**src/rtl/jt12_slot_inj.sv**
```systemverilog
// jt12_slot_inj: injects CPU writes into a 24-slot recirculating register loop.
// Define JT12_WRQUEUE_EN for a 2-entry write FIFO instead of a single pending entry.
module jt12_slot_inj #(
    parameter int width = 8
) (
    input  logic             clk,
    input  logic             rst_n,
    input  logic             clk_en,
    input  logic             wr_req,
    input  logic [2:0]       wr_ch,
    input  logic [1:0]       wr_op,
    input  logic [width-1:0] wr_data,
    output logic             wr_ack,
    output logic             wr_err,
    output logic             busy,
    input  logic             clr,
    input  logic [width-1:0] loop_in,
    output logic [width-1:0] loop_out,
    output logic [4:0]       slot,
    output logic             zero
);
    logic [4:0]       sweep_cnt;
    logic             sweep_active;
    logic             ch_valid;
    logic             accept;
    logic             reject;
    logic             inject;
    logic [4:0]       wr_slot;
    logic             head_vld;
    logic [4:0]       head_slot;
    logic [width-1:0] head_data;

    assign ch_valid     = wr_ch <= 3'd5;
    assign wr_slot      = 5'(wr_op) * 5'd6 + 5'(wr_ch);
    assign sweep_active = sweep_cnt != 5'd0;
    assign accept       = wr_req && !busy && ch_valid;
    assign reject       = wr_req && !ch_valid;
    assign inject       = clk_en && head_vld && !sweep_active && (slot == head_slot);
    assign zero         = slot == 5'd0;

    // A pending write overrides the loop only on its own slot; a sweep blanks everything else.
    always_comb begin
        if (inject)
            loop_out = head_data;
        else if (sweep_active)
            loop_out = '0;
        else
            loop_out = loop_in;
    end

    always_ff @(posedge clk) begin
        if (!rst_n) begin
            slot      <= 5'd0;
            sweep_cnt <= 5'd0;
            wr_ack    <= 1'b0;
            wr_err    <= 1'b0;
        end else begin
            wr_ack <= inject;
            wr_err <= reject;
            if (clk_en)
                slot <= (slot == 5'd23) ? 5'd0 : slot + 5'd1;
            // A new clear always reloads the full revolution, even mid-sweep.
            if (clr)
                sweep_cnt <= 5'd24;
            else if (clk_en && sweep_active)
                sweep_cnt <= sweep_cnt - 5'd1;
        end
    end

`ifdef JT12_WRQUEUE_EN
    logic [1:0]       q_vld;
    logic [4:0]       q_slot [2];
    logic [width-1:0] q_data [2];
    logic             wr_idx;

    assign head_vld  = q_vld[0];
    assign head_slot = q_slot[0];
    assign head_data = q_data[0];
    assign busy      = q_vld[1];
    // Entries stay packed at index 0; a same-cycle pop frees the head for the new write.
    assign wr_idx    = q_vld[0] && !inject;

    always_ff @(posedge clk) begin
        if (!rst_n) begin
            q_vld     <= 2'b00;
            q_slot[0] <= 5'd0;
            q_slot[1] <= 5'd0;
            q_data[0] <= '0;
            q_data[1] <= '0;
        end else begin
            if (inject) begin
                q_vld     <= {1'b0, q_vld[1]};
                q_slot[0] <= q_slot[1];
                q_data[0] <= q_data[1];
            end
            if (accept) begin
                q_vld[wr_idx]  <= 1'b1;
                q_slot[wr_idx] <= wr_slot;
                q_data[wr_idx] <= wr_data;
            end
        end
    end
`else
    logic             pend_vld;
    logic [4:0]       pend_slot;
    logic [width-1:0] pend_data;

    assign head_vld  = pend_vld;
    assign head_slot = pend_slot;
    assign head_data = pend_data;
    assign busy      = pend_vld;

    always_ff @(posedge clk) begin
        if (!rst_n) begin
            pend_vld  <= 1'b0;
            pend_slot <= 5'd0;
            pend_data <= '0;
        end else if (accept) begin
            pend_vld  <= 1'b1;
            pend_slot <= wr_slot;
            pend_data <= wr_data;
        end else if (inject) begin
            pend_vld <= 1'b0;
        end
    end
`endif

endmodule
```
**config.mk**
```make
export PLATFORM = sky130hd
export DESIGN_NAME = jt12_slot_inj
export DESIGN_NICKNAME = d
export VERILOG_FILES = /design/src/rtl/jt12_slot_inj.sv
export SDC_FILE = /design/constraint.sdc
export NUM_CORES = 1
export LEC_CHECK = 0
export ABC_AREA = 1
export BUFFER_PORTS_ARGS = -buffer_cell sky130_fd_sc_hd__buf_2
export CELL_PAD_IN_SITES_DETAIL_PLACEMENT = 0
export CELL_PAD_IN_SITES_GLOBAL_PLACEMENT = 1
export CORE_MARGIN = 1
export CORE_UTILIZATION = 36
export DETAILED_ROUTE_END_ITERATION = 7
export GPL_ROUTABILITY_DRIVEN = 0
export PLACE_DENSITY = 0.88
export SYNTH_ARGS = -nofsm -noshare
export SYNTH_HDL_FRONTEND = slang
export SYNTH_SLANG_ARGS = --single-unit
```
**constraint.sdc**
```tcl
create_clock -name clk -period 2 [get_ports clk]
set_clock_uncertainty 0.1 [all_clocks]
set_input_delay 0.2 -clock clk [delete_from_list [all_inputs] [get_ports clk]]
set_output_delay 0.2 -clock clk [all_outputs]
set_load 0.05 [all_outputs]
```
==> Flow_metrics.wiki <==
{| class="wikitable"
! Metric !! Value
|-
| Cell-internal power || 981.1 µW
|-
| Worst-Skew Late Latency || 0.27 ns
|-
| Switching Share || ~32%
|-
| CTS HTree Levels || 1
|-
| Drt total wl || 3149 µm
|-
| Share of the cycle needed by the critical path after routing || 97.59%
|-
| Power density of the placed cells || between 700 and 800 nW/µm²
|-
| Relative slew slack || between 70% and 80%
|-
| WL/cell || 10.86 µm
|-
| Global-route wire length before repair || ~5200 µm
|-
| Unrepaired setup endpoints after global routing || true
|-
| Result of the run || complete, no violations
|-
| Leakage power || 0.9217 nW
|-
| Hold-fix buffer count after cts || 0
|-
| Cell area after placement || 1680 µm²
|-
| Share of power burned in the clock network || 30.2%
|-
| Worst setup startpoint || sweep_cnt[0]
|-
| Main flop type after synthesis || sky130_fd_sc_hd__dfxtp_1
|-
| Endpoint required time on the critical path || 1.70 ns
|-
| Portion of the post-synthesis area used by sequential elements || 36.36%
|-
| Yosys cell types || 29
|-
| Seq pwr share || between 30% and 40%
|-
| Count of flip-flops with a built-in enable after synthesis || 0
|-
| Worst Setup Slack, final || 0.04828 ns
|-
| DRT iter0 DRCs || 32
|-
| Number of buffers on the longest clock path || 2
|-
| Drt drc || 0
|-
| Fraction of the core area covered by cells at the end of the flow || between 50% and 60%
|-
| Mapped Area || roughly 1400 µm²
|-
| Die Y || 65.06 µm
|-
| Top cell types by occurrence after synthesis || sky130_fd_sc_hd__inv_1 (31), sky130_fd_sc_hd__dfxtp_1 (26), sky130_fd_sc_hd__nand2_1 (26)
|-
| All-Layer GR Usage || roughly 16%
|-
| Number of max-cap violations || 0
|-
| Total vias in the final route || between 1,000 and 1,500
|-
| Highest Clock Rate || 512.4 MHz
|-
| IO buf count || 42
|-
| Fill cells || 375
|-
| Pre-CTS WS || 0.1389 ns
|-
| CTS Buf Count || 3
|-
| Number of detailed-routing iterations run before antenna repair || 4
|-
| Worst hold path class || input port to register
|-
| IR drop worst, VDD || 324.8 µV
|-
| Syn_area_per_cell || ~7.6 µm²
|-
| Initial core utilization || 38.24%
|-
| Combinational Power Share || 30.1%
|-
| Type of origin of the critical path || register
|-
| Core Rows || 22
|-
| Area of all sequential standard cells || 526.8 µm²
|-
| Number of hold violations in the final report || 0
|-
| Inserted Diodes || 0
|-
| Post-synth net total || 223
|-
| Maximum number of pins on one net before global-route repair || 18
|-
| Cell count after synthesis || 189
|-
| Min Hold Slack || ~0.06 ns
|-
| Net Sw Power || 470.2 µW
|-
| Layout area overhead || 38.37%
|-
| Count of clock tree sinks || 26
|-
| Final Max Slew Viols || 0
|-
| R2R Path End || busy
|-
| Most numerous cell in the Yosys netlist || sky130_fd_sc_hd__inv_1
|-
| Cells taking the most area after synthesis || sky130_fd_sc_hd__dfxtp_1 (36%), sky130_fd_sc_hd__inv_1 (8.1%), sky130_fd_sc_hd__nand2_1 (6.8%), sky130_fd_sc_hd__a21oi_1 (6.6%), sky130_fd_sc_hd__ha_1 (6.1%)
|-
| Count of state elements after synthesis || 26
|-
| Initial antenna violation count || 0
|-
| Endpoint arrival time on the critical path || 1.65 ns
|-
| Horizontal die dimension || roughly 65 µm
|-
| Clock period minus worst slack || 1.952 ns
|-
| Launch point of the worst reg-to-reg path || sweep_cnt[0]
|-
| Overall power || 1.451 mW
|-
| Finish-stage setup viols || 0
|-
| Multi-input gate area in the final layout || 854.6 µm²
|-
| Yosys synthesis warning count || 0
|-
| Worst-case reg-to-reg path depth || 9
|-
| Critical path class || register to output port
|-
| Total number of nets in the final design || roughly 280
|-
| Setup slack, reg-to-reg || approximately 0.51 ns
|-
| CTS tree || yes
|-
| Number of global-route vias before repair || around 1,200
|-
| Dpl hpwl || 2186 µm
|-
| Layout Cell Area excl Fill || 1981 µm²
|-
| Dominant cell type by area after synthesis || sky130_fd_sc_hd__dfxtp_1
|-
| Antenna-violating nets left || 0
|-
| Worst-path maximum fanout || 5
|-
| Overflow left after global routing || 0
|-
| Total I/O pin count || 43
|-
| End point of the critical path || loop_out[7]
|-
| Via density || 4.617
|-
| Full die area || 4232 µm²
|-
| Actual transition at the worst max-transition pin || 0.4160 ns
|-
| Share of the synthesized area in the top cell type || 36.36%
|-
| Register clock-pin slew on the reported worst setup and hold paths || roughly 0.090 ns
|-
| Layout cell share with drive strength beyond 1 || 40.91%
|-
| CTS Root Buffer Type || sky130_fd_sc_hd__clkbuf_8
|-
| Synth async-reset ratio || 0%
|-
| Kind of end point of the critical path || output port
|-
| Core box area || ~3700 µm²
|}
## repair_timing
action	in CTS	in global routing
resized for setup	21	18
gates cloned	3	0
hold endpoints to repair	0	0
endpoints found under the setup margin	8	8
setup buffers	6	1
pin swaps	5	3
## cell families (layout without fill, tap and decap cells)
logic type | Yosys count | in the layout | share of synthesized area (%)
simple gates | 65 | 68 | 23.25
compound gates | 46 | 46 | 18.97
buf+inv | 41 | 91 | 12.06
flops | 26 | 26 | 36.36
fa+ha+maj | 8 | 8 | 7.517
xor+xnor | 3 | 3 | 1.836
## metrics by stage
stage	TNS [ns]	cells
after floorplan	-0.7853	189
after detailed placement	0	276
after global placement	0	276
final	0	290
after CTS	0	289
after global routing	-0.1279	290
## worst min path at each step
stage | from | to | slack, ns | cells past startpoint
after detailed placement | wr_req | wr_err | 0.36 | 3
after floorplan | rst_n | head_data[0] | 0.24 | 2
final | wr_req | wr_err | 0.06 | 3
after global routing | wr_req | wr_err | 0.08 | 3
after CTS | wr_req | wr_err | 0.06 | 3
after global placement | sweep_cnt[4] | sweep_cnt[4] | 0.35 | 2
## metal layers
| metal | GRT usage (%) | part of all wire (%) | vias to the layer above |
|---|---|---|---|
| met4 | 5.978 | 1.6 | 0 |
| met5 | 0 | 0 | - |
| met1 | 21.35 | 48 | 594 |
| met2 | 25.91 | 49 | 19 |
| met3 | 1.585 | 1.9 | 4 |
| li1 | - | - | 722 |
## power by group through the flow
stage | registers [mW] | clock network [mW] | logic [mW]
global route | 0.581 | 0.459 | 0.480
global placement | 0.587 | 0 | 0.352
finish | 0.576 | 0.438 | 0.437
CTS | 0.576 | 0.442 | 0.414
detailed placement | 0.587 | 0 | 0.355
floorplan | 0.604 | 0 | 0.253
## layout make-up
type / instances / area share [%]
timing repair buffer: 51 / 16.55
sequential: 26 / 26.60
inverter: 36 / 7.075
clock inverter: 1 / 1.516
clock buffer: 3 / 2.085
multi-input combinational: 125 / 43.15
tap: 48 / 3.032
## cells in the final DEF (no fill, tap or decap), types with 2 or more instances in the layout
| cell type | count |
|---|---|
| sky130_fd_sc_hd__xor2_1 | 2 |
| sky130_fd_sc_hd__nand3_1 | 8 |
| sky130_fd_sc_hd__clkbuf_8 | 3 |
| sky130_fd_sc_hd__o21ai_2 | 10 |
| sky130_fd_sc_hd__nand3_4 | 5 |
| sky130_fd_sc_hd__nor3_1 | 3 |
| sky130_fd_sc_hd__buf_2 | 34 |
| sky130_fd_sc_hd__nor2_4 | 3 |
| sky130_fd_sc_hd__ha_1 | 6 |
| sky130_fd_sc_hd__o21ai_0 | 13 |
| sky130_fd_sc_hd__nand3_2 | 8 |
| sky130_fd_sc_hd__nor2_2 | 2 |
| sky130_fd_sc_hd__nor2_1 | 9 |
| sky130_fd_sc_hd__a21oi_1 | 19 |
| sky130_fd_sc_hd__dfxtp_1 | 21 |
| sky130_fd_sc_hd__buf_6 | 8 |
| sky130_fd_sc_hd__inv_1 | 28 |
| sky130_fd_sc_hd__inv_2 | 6 |
| sky130_fd_sc_hd__a211oi_1 | 2 |
| sky130_fd_sc_hd__dfxtp_2 | 5 |
| sky130_fd_sc_hd__nand2_1 | 26 |
| sky130_fd_sc_hd__buf_4 | 9 |
## worst max-delay path: stages (launching register included)
cell and delay [ns]:
sky130_fd_sc_hd__dfxtp_2 0.33, sky130_fd_sc_hd__inv_2 0.08, sky130_fd_sc_hd__ha_4 0.16, sky130_fd_sc_hd__nand3_4 0.10, sky130_fd_sc_hd__nor2_4 0.11, sky130_fd_sc_hd__buf_6 0.14, sky130_fd_sc_hd__nand3_4 0.11, sky130_fd_sc_hd__o21ai_2 0.17
sky130_fd_sc_hd__buf_6 0.17
## flip-flops by register name, indices dropped and copies added (netlist names)
register   cells
busy           1
slot           5
head_slot      5
wr_ack         1
head_data      8
sweep_cnt      5
wr_err         1
Note: power is estimated with default switching activity, not from simulation.
